### src/rtl/prd_meter_pkg.sv
// Shared definitions for the period meter: mode encodings and reduction kinds.
// The display and conversion blocks use the same MODE_* codes.
package prd_meter_pkg;

  localparam logic [1:0] MODE_MAX  = 2'b00;
  localparam logic [1:0] MODE_MIN  = 2'b01;
  localparam logic [1:0] MODE_LAST = 2'b10;

  typedef enum logic [1:0] {
    RED_MAX,
    RED_MIN,
    RED_LAST
  } red_e;

  // Code 2'b11 is folded onto max so a stray mode value still gives a sane statistic.
  function automatic red_e decode_mode(logic [1:0] m);
    case (m)
      MODE_MIN:  return RED_MIN;
      MODE_LAST: return RED_LAST;
      default:   return RED_MAX;
    endcase
  endfunction

endpackage

### src/rtl/prd_meter_if.sv
// Edge/mode inputs and published statistic of the period meter.
interface prd_meter_if #(
  parameter int CNT_W  = 32,
  parameter int EDGE_W = 16
);
  logic              edge_i;
  logic [1:0]        mode;
  logic [CNT_W-1:0]  prd;
  logic [EDGE_W-1:0] edges;
  logic              valid;
  logic              no_edge;
  logic              ovf;

  modport master (
    output edge_i, mode,
    input  prd, edges, valid, no_edge, ovf
  );

  modport slave (
    input  edge_i, mode,
    output prd, edges, valid, no_edge, ovf
  );
endinterface

### src/rtl/prd_win_timer.sv
// Free-running window counter 0..WIN_CYC-1 with a one-cycle win_end on the last count.
module prd_win_timer #(
  parameter int WIN_CYC = 10_000_000
) (
  input  logic clk,
  input  logic rst_n,
  output logic win_end
);

  localparam int WC_W = (WIN_CYC > 1) ? $clog2(WIN_CYC) : 1;
  localparam logic [WC_W-1:0] WC_LAST = WC_W'(WIN_CYC - 1);

  logic [WC_W-1:0] wcnt_q, wcnt_d;

  always_comb begin
    win_end = (wcnt_q == WC_LAST);
    wcnt_d  = win_end ? '0 : wcnt_q + 1'b1;
  end

  always_ff @(posedge clk or negedge rst_n) begin
    if (!rst_n) wcnt_q <= '0;
    else        wcnt_q <= wcnt_d;
  end

endmodule

### src/rtl/prd_meter.sv
// Period meter: measures clk cycles between edge pulses and publishes max/min/last
// of those periods, plus sample count and flags, once per window.
module prd_meter
  import prd_meter_pkg::*;
#(
  parameter int WIN_CYC = 10_000_000,
  parameter int CNT_W   = 32,
  parameter int EDGE_W  = 16
) (
  input logic        clk,
  input logic        rst_n,
  prd_meter_if.slave bus
);

  logic win_end;

  prd_win_timer #(.WIN_CYC(WIN_CYC)) u_win_timer (
    .clk     (clk),
    .rst_n   (rst_n),
    .win_end (win_end)
  );

  logic [CNT_W-1:0]  pcnt_q, pcnt_d, acc_q, acc_d, prd_q, prd_d;
  logic [EDGE_W-1:0] ecnt_q, ecnt_d, edges_q, edges_d;
  logic              armed_q, armed_d, ovf_acc_q, ovf_acc_d;
  logic              valid_q, valid_d, no_edge_q, no_edge_d, ovf_q, ovf_d;
  red_e              mode_q, mode_d;

  logic              sample_vld, sample_sat;
  logic [CNT_W-1:0]  sample, acc_nx;
  logic [EDGE_W-1:0] ecnt_nx;
  logic              ovf_nx;

  always_comb begin
    sample_sat = &pcnt_q;
    sample     = sample_sat ? pcnt_q : pcnt_q + 1'b1;
    sample_vld = bus.edge_i & armed_q;
    pcnt_d     = bus.edge_i ? '0 : sample;
    armed_d    = armed_q | bus.edge_i;

    // *_nx already include a sample landing on the win_end cycle.
    acc_nx  = acc_q;
    ecnt_nx = ecnt_q;
    ovf_nx  = ovf_acc_q;
    if (sample_vld) begin
      case (mode_q)
        RED_MIN:  if (sample < acc_q) acc_nx = sample;
        RED_LAST: acc_nx = sample;
        default:  if (sample > acc_q) acc_nx = sample;
      endcase
      ecnt_nx = (&ecnt_q) ? ecnt_q : ecnt_q + 1'b1;
      ovf_nx  = ovf_acc_q | sample_sat;
    end

    acc_d     = acc_nx;
    ecnt_d    = ecnt_nx;
    ovf_acc_d = ovf_nx;
    mode_d    = mode_q;
    prd_d     = prd_q;
    edges_d   = edges_q;
    no_edge_d = no_edge_q;
    ovf_d     = ovf_q;
    valid_d   = 1'b0;

    if (win_end) begin
      prd_d     = (ecnt_nx == '0) ? '0 : acc_nx;
      edges_d   = ecnt_nx;
      no_edge_d = (ecnt_nx == '0);
      ovf_d     = ovf_nx;
      valid_d   = 1'b1;
      mode_d    = decode_mode(bus.mode);
      acc_d     = (mode_d == RED_MIN) ? '1 : '0;
      ecnt_d    = '0;
      ovf_acc_d = 1'b0;
    end
  end

  always_ff @(posedge clk or negedge rst_n) begin
    if (!rst_n) begin
      pcnt_q    <= '0;
      armed_q   <= 1'b0;
      acc_q     <= '0;
      ecnt_q    <= '0;
      ovf_acc_q <= 1'b0;
      mode_q    <= RED_MAX;
      prd_q     <= '0;
      edges_q   <= '0;
      no_edge_q <= 1'b0;
      ovf_q     <= 1'b0;
      valid_q   <= 1'b0;
    end else begin
      pcnt_q    <= pcnt_d;
      armed_q   <= armed_d;
      acc_q     <= acc_d;
      ecnt_q    <= ecnt_d;
      ovf_acc_q <= ovf_acc_d;
      mode_q    <= mode_d;
      prd_q     <= prd_d;
      edges_q   <= edges_d;
      no_edge_q <= no_edge_d;
      ovf_q     <= ovf_d;
      valid_q   <= valid_d;
    end
  end

  assign bus.prd     = prd_q;
  assign bus.edges   = edges_q;
  assign bus.valid   = valid_q;
  assign bus.no_edge = no_edge_q;
  assign bus.ovf     = ovf_q;

endmodule

### src/flat_wrapper.sv
// flat-port wrapper written by rule: the top's interface ports become plain ports
module prd_meter_flat import prd_meter_pkg::*;
#(
  parameter int WIN_CYC = 10_000_000,
  parameter int CNT_W   = 32,
  parameter int EDGE_W  = 16
)
  (clk, rst_n, bus_edge_i, bus_mode, bus_prd, bus_edges, bus_valid, bus_no_edge, bus_ovf);
  prd_meter_if #(.CNT_W(CNT_W), .EDGE_W(EDGE_W)) bus_i ();
  input logic clk;
  input logic rst_n;
  input wire logic [$bits(bus_i.edge_i)-1:0] bus_edge_i;
  input wire logic [$bits(bus_i.mode)-1:0] bus_mode;
  output wire logic [$bits(bus_i.prd)-1:0] bus_prd;
  output wire logic [$bits(bus_i.edges)-1:0] bus_edges;
  output wire logic [$bits(bus_i.valid)-1:0] bus_valid;
  output wire logic [$bits(bus_i.no_edge)-1:0] bus_no_edge;
  output wire logic [$bits(bus_i.ovf)-1:0] bus_ovf;
  assign bus_i.edge_i = bus_edge_i;
  assign bus_i.mode = bus_mode;
  assign bus_prd = bus_i.prd;
  assign bus_edges = bus_i.edges;
  assign bus_valid = bus_i.valid;
  assign bus_no_edge = bus_i.no_edge;
  assign bus_ovf = bus_i.ovf;
  prd_meter #(.WIN_CYC(WIN_CYC), .CNT_W(CNT_W), .EDGE_W(EDGE_W)) u_core (.clk(clk), .rst_n(rst_n), .bus(bus_i));
endmodule
### config.mk
export PLATFORM = sky130hd
export DESIGN_NAME = prd_meter_flat
export DESIGN_NICKNAME = d
export VERILOG_FILES = /design/src/rtl/prd_meter_pkg.sv /design/src/rtl/prd_meter_if.sv /design/src/rtl/prd_win_timer.sv /design/src/rtl/prd_meter.sv /design/src/flat_wrapper.sv
export SDC_FILE = /design/constraint.sdc
export NUM_CORES = 1
export LEC_CHECK = 0
export BUFFER_PORTS_ARGS = -buffer_cell sky130_fd_sc_hd__clkbuf_2
export CAP_MARGIN = 20
export CORE_UTILIZATION = 60
export CTS_CLUSTER_SIZE = 8
export DETAILED_ROUTE_END_ITERATION = 16
export PLACE_DENSITY = 0.85
export SLEW_MARGIN = 25
export SYNTH_ARGS = -nofsm -noshare
export SYNTH_HDL_FRONTEND = slang
export SYNTH_SLANG_ARGS = --single-unit
### constraint.sdc
create_clock -name clk -period 4.3 [get_ports clk]
set_input_delay 0 -clock clk [delete_from_list [all_inputs] [get_ports clk]]
set_output_delay 0 -clock clk [all_outputs]
set_load 0.03 [all_outputs]
== Word level (Yosys, flattened, before mapping) ==
Cells that the tools add are included.
Storage, ports and cells
  flip-flop bits (word level): 159
  bits of input ports: 5
  output and inout port bits: 51
  logic and storage cells: 47
Operators by class
  add/sub/neg operators: 3
  order comparisons: 2
  equality and inequality tests: 6
  multiplexer cells: 18
  bitwise gates (word level): 3
  reduce and logical (&&, ||, !) cells: 3
Operators with widths (number)
  $mux 32: 8
  $pmux 32 s2: 1
  $mux 16: 3
  $add 32x1->32 const B: 1
  $gt 32x32->1: 1
  $lt 32x32->1: 1
  $reduce_and 32->1: 1
  $add 24x1->24 const B: 1
  $eq 24x24->1 const B: 1
  $mux 24: 1
  $add 16x1->16 const B: 1
  $logic_not 16->1: 1
  $reduce_and 16->1: 1
  $eq 2x1->1 const B: 3
  $eq 2x2->1 const B: 2
  $pmux 2 s2: 1
  $mux 1: 3
  $mux 2: 1
  $or 1x1->1: 2
  $and 1x1->1: 1

== Logic depth before layout (Yosys ltp) ==
Gate-level depths: netlist of run 1.
  depth in word-level cells: 7
  mapped depth: 19
  depth with buffers taken out: 17

== By module ==
A second synthesis of run 1 with hierarchy kept.
Second synthesis, totals
  cells, all modules: 873
  area total of the unflattened synthesis: 8587.0 sq um
Modules (own cells, without submodules)
  prd_meter: times used 1, cells each 769, area an instance 7439.6 sq um, sequential area each 3378.2 sq um
  prd_win_timer: times used 1, cells each 104, area an instance 1147.4 sq um, sequential area each 600.6 sq um

== Worst setup path after synthesis of run 1 ==
Ideal clock, no wire load.
  path type: register to register
  start: register u_core.pcnt_q[10]
  end: register u_core.prd_q[4] (netlist: u_core.bus.prd[4])
  setup time: 0.127 ns
  arrival time: 3.692 ns
  required time: 4.173 ns
  path slack: 0.481 ns
  stages on the path, launching flop included: 18
  buffers on the path: 2
  period minus slack after synthesis: 3.819 ns
  cell sequence: dfrtp_1 -> nand4_2 -> nor4_4 -> nand4b_1 -> nor3_1 -> xnor2_1 -> inv_1 -> ha_1 -> nand4_1 -> nor4_4 -> nand2_2 -> a22oi_4 -> and3_1 -> buf_4 -> buf_2 -> o32ai_1 -> nand2b_1 -> o211ai_2
Between the ends
  longest elaborated chain between the ends: 7
  elaborated cells between the ends (all ways): 10
  classes of those cells: add/sub: 1; order compare: 2; mux: 6; reduce/logical: 1
RTL lines
  start: declaration: RTL line prd_meter.sv:23  | logic [CNT_W-1:0] pcnt_q, pcnt_d, acc_q, acc_d, prd_q, prd_d;
  start signal: assignment: RTL line prd_meter.sv:92  | pcnt_q <= pcnt_d;
  $add 32x1->32 or $reduce_and 32->1 (tied branches): RTL line prd_meter.sv:36, prd_meter.sv:35
  $mux 32 *: RTL line prd_meter.sv:36  | sample = sample_sat ? pcnt_q : pcnt_q + 1'b1;
  $gt 32x32->1 or $lt 32x32->1 (tied branches): RTL line prd_meter.sv:49, prd_meter.sv:47
  $mux 32 (on tied branches): RTL line prd_meter.sv:49, prd_meter.sv:47
  $pmux 32 s2 *: RTL line prd_meter.sv:46  | case (mode_q)
  $mux 32 *: RTL line prd_meter.sv:45  | if (sample_vld) begin
  $mux 32 *: RTL line prd_meter.sv:66  | prd_d = (ecnt_nx == '0) ? '0 : acc_nx;
  end signal: assignment: RTL line prd_meter.sv:98  | prd_q <= prd_d;
  end: declaration: RTL line prd_meter.sv:23
Every way passes the cells marked *; elsewhere a longest branch is shown, timed or not.
A chain may end at the register's enable or synchronous reset.

== Worst setup path after layout of run 1 ==
  start: register u_core.pcnt_q[8]
  end: register u_core.acc_q[26]
Between the ends
  longest elaborated chain between the ends: 7
  elaborated cells between the ends (all ways): 10
  classes of those cells: add/sub: 1; order compare: 2; mux: 6; reduce/logical: 1
RTL lines
  $add 32x1->32 or $reduce_and 32->1 (tied branches): RTL line prd_meter.sv:36, prd_meter.sv:35
  $mux 32 *: RTL line prd_meter.sv:36
  $gt 32x32->1 or $lt 32x32->1 (tied branches): RTL line prd_meter.sv:49, prd_meter.sv:47
  $mux 32 (on tied branches): RTL line prd_meter.sv:49, prd_meter.sv:47
  $pmux 32 s2 *: RTL line prd_meter.sv:46
  $mux 32 *: RTL line prd_meter.sv:45
  $mux 32 *: RTL line prd_meter.sv:65  | if (win_end) begin
  via u_core.acc_d[26]: RTL line prd_meter.sv:23
  end signal: assignment: RTL line prd_meter.sv:82  | acc_q <= '0;
  end signal: assignment: RTL line prd_meter.sv:94  | acc_q <= acc_d;
  end: declaration: RTL line prd_meter.sv:23
Mark *: on every way through the listed nets, which the timed path passes. The rest lies on a longest branch.

==> results.toml, run 1 <==
[outcome]
status = "complete, but fails checks"
violations = "negative setup slack"

[placement]
io_buffers = 55
placed_area_um2 = 9790
place_ws_ns = -0.0894
place.gp.congestion = 0.960
dp_hpwl_um = 15300

[floorplan]
rows = 44
die_h_um = 126
initial_core_util = 0.622
die_w_um = 126
io_pins = 56
die_area_um2 = 15800
core_um2 = 14800

[job]
maxCapViolations = 0

[critical_path]
crit_buf_inv = 6
end_kind = "register"
path_common_cell = "buf_4"
path_delay_family = "simple AND/OR/NAND/NOR gates"
path_max_fanout = 9
max_stage_delay_ns = 0.46
crit_slowest_cell = "dfrtp_1"
cp-start-kind = "register"
worstPathRequired_ns = 4.60
arrival_ns = 4.75
crit_type = "register to register"
crit_chain = "nand4_1 > buf_4 > nor4_2 > nand4_1 > nor3_2 > xnor2_1 > inv_1 > ha_4 > nand4_1 > nor4_4 > buf_4 > buf_4 > o31ai_4 > a311oi_4 > nor2_4 > buf_12 > buf_4 > a22oi_1 > o21ai_1"

[pwr]
powerDensity_nw_per_um2 = 539
ir_drop_v = 0.000631
leakage_uw = 0.00496
total_power_uw = 5980

[route]
drc = 0
dr_total_vias = 8200
detail_route.wl_per_cell_um = 20.9
firstDrtPassIters = 5
wl_um = 26100
drtAntennaViolNets = 0
drtIter0Drc = 968
viasPerCell = 6.55

[logic_synthesis]
yosysWarnings = 0
avgSynthCellArea_um2 = 9.57
yosys.cell_count.top_type = "dfrtp_1"
ys_async_sr_fraction = 1.00
yosys.area.top_type_share = 0.433
synth-seq-cells = 159
netlist_area_um2 = 9180
synthCells = 960
synth_edf_count = 0
synth_flop_cell = "dfrtp_1"
yosys.area.top_type = "dfrtp_1"
yosys-top-cells-area = "dfrtp_1 (43%), ha_1 (5.0%), nor2_1 (3.6%), xnor2_1 (3.3%), nand2_1 (2.9%)"
ys_top_cells_by_count = "dfrtp_1 (159), nor2_1 (88), nand2_1 (71)"
ys_seq_area_frac = 0.433
yosysUniqueCellTypes = 80
synth_nets = 1002

[global_route]
grt_overflow_total = 0
grt_pass1_vias = 7720
track_usage = 0.307
antenna_found_initial = 0
grt_max_degree = 107
grt_pass1_wl_um = 38100

[sta]
finalHoldViolations = 0
worstMarginPinSlew_ns = 0.874
fin_tns_setup_ns = -3.46
clock_skew_ns = 0.00746
min_period_ns = 4.45
fin_ws_ns = -0.150
maxSlewViolCount = 0
timing.final.crit_share = 1.03
fmaxAchievable_mhz = 225
rsz0062_at_grt = "yes"
setup_violations = 57
slew_headroom = 0.418

[layout]
final_nets = 1096
final_util = 0.753
n_antenna_cell = 0
design_area_um2 = 11100
areaGrowthSynthToFinish_pct = 20.9
final_layout_size_suffix_gt1_frac = 0.248

[cts]
htree_levels = 4
numCtsBuffers = 17
clkLatencyLatePin_ns = 0.44
cts_tree = "done"
clockBufferDepth = 2
cts.clk_slew.worst_paths_ns = 0.07
cts.sinks = 159
root_buffer = "clkbuf_16"

[hold_path]
hp-class = "input port to register"
cells by family after synthesis:
| kind of cell | count (synthesis) | synth area share |
|---|---|---|
| and+or+nand+nor | 338 | 0.199 |
| AOI/OAI and AO/OA | 235 | 0.192 |
| DFF | 159 | 0.433 |
| buffers and inverters | 122 | 0.0591 |
| xor gates and xnor gates | 65 | 0.0628 |
| adders and majority gates | 37 | 0.0504 |
| muxes | 4 | 0.00436 |
per-stage QoR:
stage                     std cells  hold WS, ns
after floorplan                 960       -0.296
after global placement         1190        0.199
after detailed placement       1190        0.199
after CTS                      1233        0.161
after global routing           1251        0.211
final                          1251        0.182
flip-flops by register name (all words and copies together) (netlist names), 2 cells and up:
| signal | count |
|---|---|
| u_core.acc_q | 32 |
| u_core.bus.prd | 32 |
| u_core.pcnt_q | 32 |
| u_core.u_win_timer.wcnt_q | 24 |
| u_core.bus.edges | 16 |
| u_core.ecnt_q | 16 |
| u_core.mode_q | 2 |
per-layer routing:
metal  GRT usage  part of all wire  vias to the layer above
li1            -                 -                     3621
met3      0.0658             0.078                      117
met1       0.391              0.40                     4001
met2       0.509              0.48                      461
met4       0.128             0.043                        0
met5           0                 0                        -
cell usage in the layout (no fill, tap or decap), types with 8 or more instances in the layout:
master / n
a21oi_1: 34
a22oi_1: 22
a31oi_1: 25
and2_1: 8
and3_1: 14
buf_4: 64
clkbuf_16: 17
clkbuf_2: 54
dfrtp_1: 157
ha_1: 31
inv_1: 64
nand2_1: 71
nand2b_1: 24
nand3_1: 32
nand4_1: 34
nor2_1: 87
nor2b_1: 11
o211ai_2: 20
o21ai_0: 17
o21ai_1: 38
o32ai_1: 20
xnor2_1: 27
xnor2_2: 8
xor2_1: 23
cell type report:
class	count	area [um^2]
clock inverter	14	190
timing repair buffer	131	922
tap	184	230
multi-input combinational	679	5090
inverter	66	248
fill	965	3650
clock buffer	18	439
sequential	159	3980
worst min-delay path, stage by stage:
cell and delay, ns:
clkbuf_2 0.09, nand3b_1 0.37, o21ai_1 0.12
power breakdown:
| part | switching (uW) | internal [uW] | leakage, uW | total, uW |
|---|---|---|---|---|
| Sequential | 142 | 1620 | 0.00190 | 1760 |
| Clock | 644 | 987 | 0.000306 | 1630 |
| Combinational | 1550 | 1040 | 0.00275 | 2590 |
| Total | 2340 | 3640 | 0.00496 | 5980 |
timing repair:
| action | 4_1_cts | 5_1_grt |
|---|---|---|
| hold endpoints to repair | 105 | 0 |
| hold buffers | 3 | 0 |
| gates resized for setup | 2 | 69 |
| setup endpoints to repair | 54 | 64 |
| buffers inserted | 8 | 18 |
| pin swaps | 1 | 16 |
worst paths after layout:
kind                                              startpoint                      endpoint  slack [ns]  cells past startpoint
max in group asynchronous                              rst_n              u_core.acc_q[31]        3.09                      3
worst min register to register  u_core.u_win_timer.wcnt_q[6]  u_core.u_win_timer.wcnt_q[6]        0.48                      1
worst min-delay path                             bus_mode[0]               u_core.acc_q[8]        0.18                      3
worst max register to register              u_core.pcnt_q[8]              u_core.acc_q[26]       -0.15                     19
min in group asynchronous                              rst_n            u_core.bus.prd[13]        0.24                      2
worst max-delay path                        u_core.pcnt_q[8]              u_core.acc_q[26]       -0.15                     19
Note: power is estimated with default switching activity, not from simulation.
==> inputs of run 2 (changes only) <==
--- a/config.mk
+++ b/config.mk
@@ -10,6 +10,7 @@
 export CORE_UTILIZATION = 60
 export CTS_CLUSTER_SIZE = 8
 export DETAILED_ROUTE_END_ITERATION = 16
+export MAX_ROUTING_LAYER = met4
 export PLACE_DENSITY = 0.85
 export SLEW_MARGIN = 25
 export SYNTH_ARGS = -nofsm -noshare
==> constraint.sdc (replaced) <==
create_clock -name clk -period 4.45 [get_ports clk]
set_input_delay 0 -clock clk [delete_from_list [all_inputs] [get_ports clk]]
set_output_delay 0 -clock clk [all_outputs]
set_load 0.03 [all_outputs]
==> results.toml, run 2 (synthesis gave the netlist of run 1 again) <==
[route]
detail_route.wl_per_cell_um = 19.1
drtAntennaViolNets = 0
viasPerCell = 6.36
dr_total_vias = 7787
firstDrtPassIters = 5
drtIter0Drc = 744
wl_um = 23400
drc = 0

[critical_path]
crit_buf_inv = 3
cp-start-kind = "register"
arrival_ns = 4.71
path_max_fanout = 6
crit_chain = "nand4_1 > nor4_4 > a21oi_2 > nand4_1 > xor2_1 > inv_1 > ha_1 > nand4_2 > nor2_1 > a221o_2 > o31ai_4 > a311oi_4 > buf_4 > nor2_4 > buf_4 > a22oi_1 > o21ai_0"
path_delay_family = "simple AND/OR/NAND/NOR gates"
crit_type = "register to register"
end_kind = "register"
crit_slowest_cell = "nor4_4"
max_stage_delay_ns = 0.58
worstPathRequired_ns = 4.77

[floorplan]
die_w_um = 126
die_area_um2 = 15800
initial_core_util = 0.622
core_um2 = 14800
die_h_um = 126
io_pins = 56
rows = 44

[sta]
clock_skew_ns = 0.00671
min_period_ns = 4.39
fin_ws_ns = 0.0604
maxSlewViolCount = 0
worstMarginPinSlew_ns = 1.09
rsz0062_at_grt = "yes"
fin_tns_setup_ns = 0
setup_violations = 0
timing.final.crit_share = 0.986
slew_headroom = 0.272
fmaxAchievable_mhz = 228
finalHoldViolations = 0

[placement]
place_ws_ns = -0.104
place.gp.congestion = 0.924
placed_cells = 1176
io_buffers = 55
dp_hpwl_um = 15100

[cts]
cts.clk_slew.worst_paths_ns = 0.06
numCtsBuffers = 17
htree_levels = 4
cts.sinks = 159
cts_tree = "done"
clkLatencyLatePin_ns = 0.43
clockBufferDepth = 2
root_buffer = "clkbuf_16"

[layout]
areaGrowthSynthToFinish_pct = 16.5
final_common_cell = "dfrtp_1"
fillers = 1020
ff_latch_area_um2 = 3980
final_util = 0.725
layout_common_cells = "dfrtp_1 (159), nor2_1 (87), nand2_1 (71)"
n_antenna_cell = 0
multiInputGateArea_um2 = 4920
final_layout_size_suffix_gt1_frac = 0.209
fin_cells = 1225
final_nets = 1070

[pwr]
leakage_uw = 0.00479
powerDensity_nw_per_um2 = 511
ir_drop_v = 0.000413

[outcome]
status = "finished, final reports clean"

[global_route]
antenna_found_initial = 0
grt_pass1_wl_um = 37300
grt_overflow_total = 0
grt_pass1_vias = 7490
grt_max_degree = 70
track_usage = 0.310

[job]
maxCapViolations = 0

[hold_path]
hp-class = "input port to async pin"
[run 2: cell types whose count changed in the layout (fill, tap and decap cells not counted), moves of 4 or more]
cell     delta
buf_4      -24
xnor2_1     +6
xnor2_2     -6
ha_1        +4
ha_4        -4
[run 2: power by group]
part           internal, uW  switching [uW]  leakage (uW)
Sequential             1570             131       0.00191
Clock                   942             595      0.000304
Combinational           868            1370       0.00258
[run 2: worst paths after layout]
check                           slack, ns  depth (start not counted)                            to                          from
worst max-delay path                 0.06                         17              u_core.acc_q[30]             u_core.pcnt_q[21]
worst min-delay path                 0.03                          2            u_core.bus.prd[13]                         rst_n
worst max register to register       0.06                         17              u_core.acc_q[30]             u_core.pcnt_q[21]
worst min register to register       0.47                          1  u_core.u_win_timer.wcnt_q[6]  u_core.u_win_timer.wcnt_q[6]
max in group asynchronous            3.31                          3              u_core.ecnt_q[4]                         rst_n
min in group clk                     0.12                          3               u_core.acc_q[0]                   bus_mode[0]
[run 2: area by class of cell]
class | instances | share of cell area
Clock buffer | 23 | 0.0456
Tap cell | 184 | 0.0215
Clock inverter | 9 | 0.0122
Inverter | 66 | 0.0231
Sequential cell | 159 | 0.372
Timing Repair Buffer | 104 | 0.0658
Multi-Input combinational cell | 680 | 0.460
[run 2: layer usage]
layer	vias up	share of wire	track usage	wire length, um
li1	3581	-	-	-
met1	3826	0.43	0.392	10100
met2	322	0.48	0.476	11300
met3	58	0.062	0.0748	1440
met4	0	0.025	0.131	586
met5	-	0	-	0
[run 2: repair_timing]
item / CTS / global route
gates resized for setup: 2 / 45
setup buffers: 0 / 13
endpoints found under the setup margin: 51 / 62
hold buffers: 3 / 0
endpoints found under the hold margin: 37 / 0
gates cloned: 0 / 1
pin swaps: 1 / 15
[run 2: through the flow]
step	hold slack (ns)	instance area, um^2	power [uW]
after CTS	0.0307	10300	5050
final	0.0349	10700	5470
after global routing	0.0625	10700	5690
after detailed placement	-0.0813	9670	3480
after floorplan	-0.296	9180	3040
after global placement	-0.0835	9670	3430
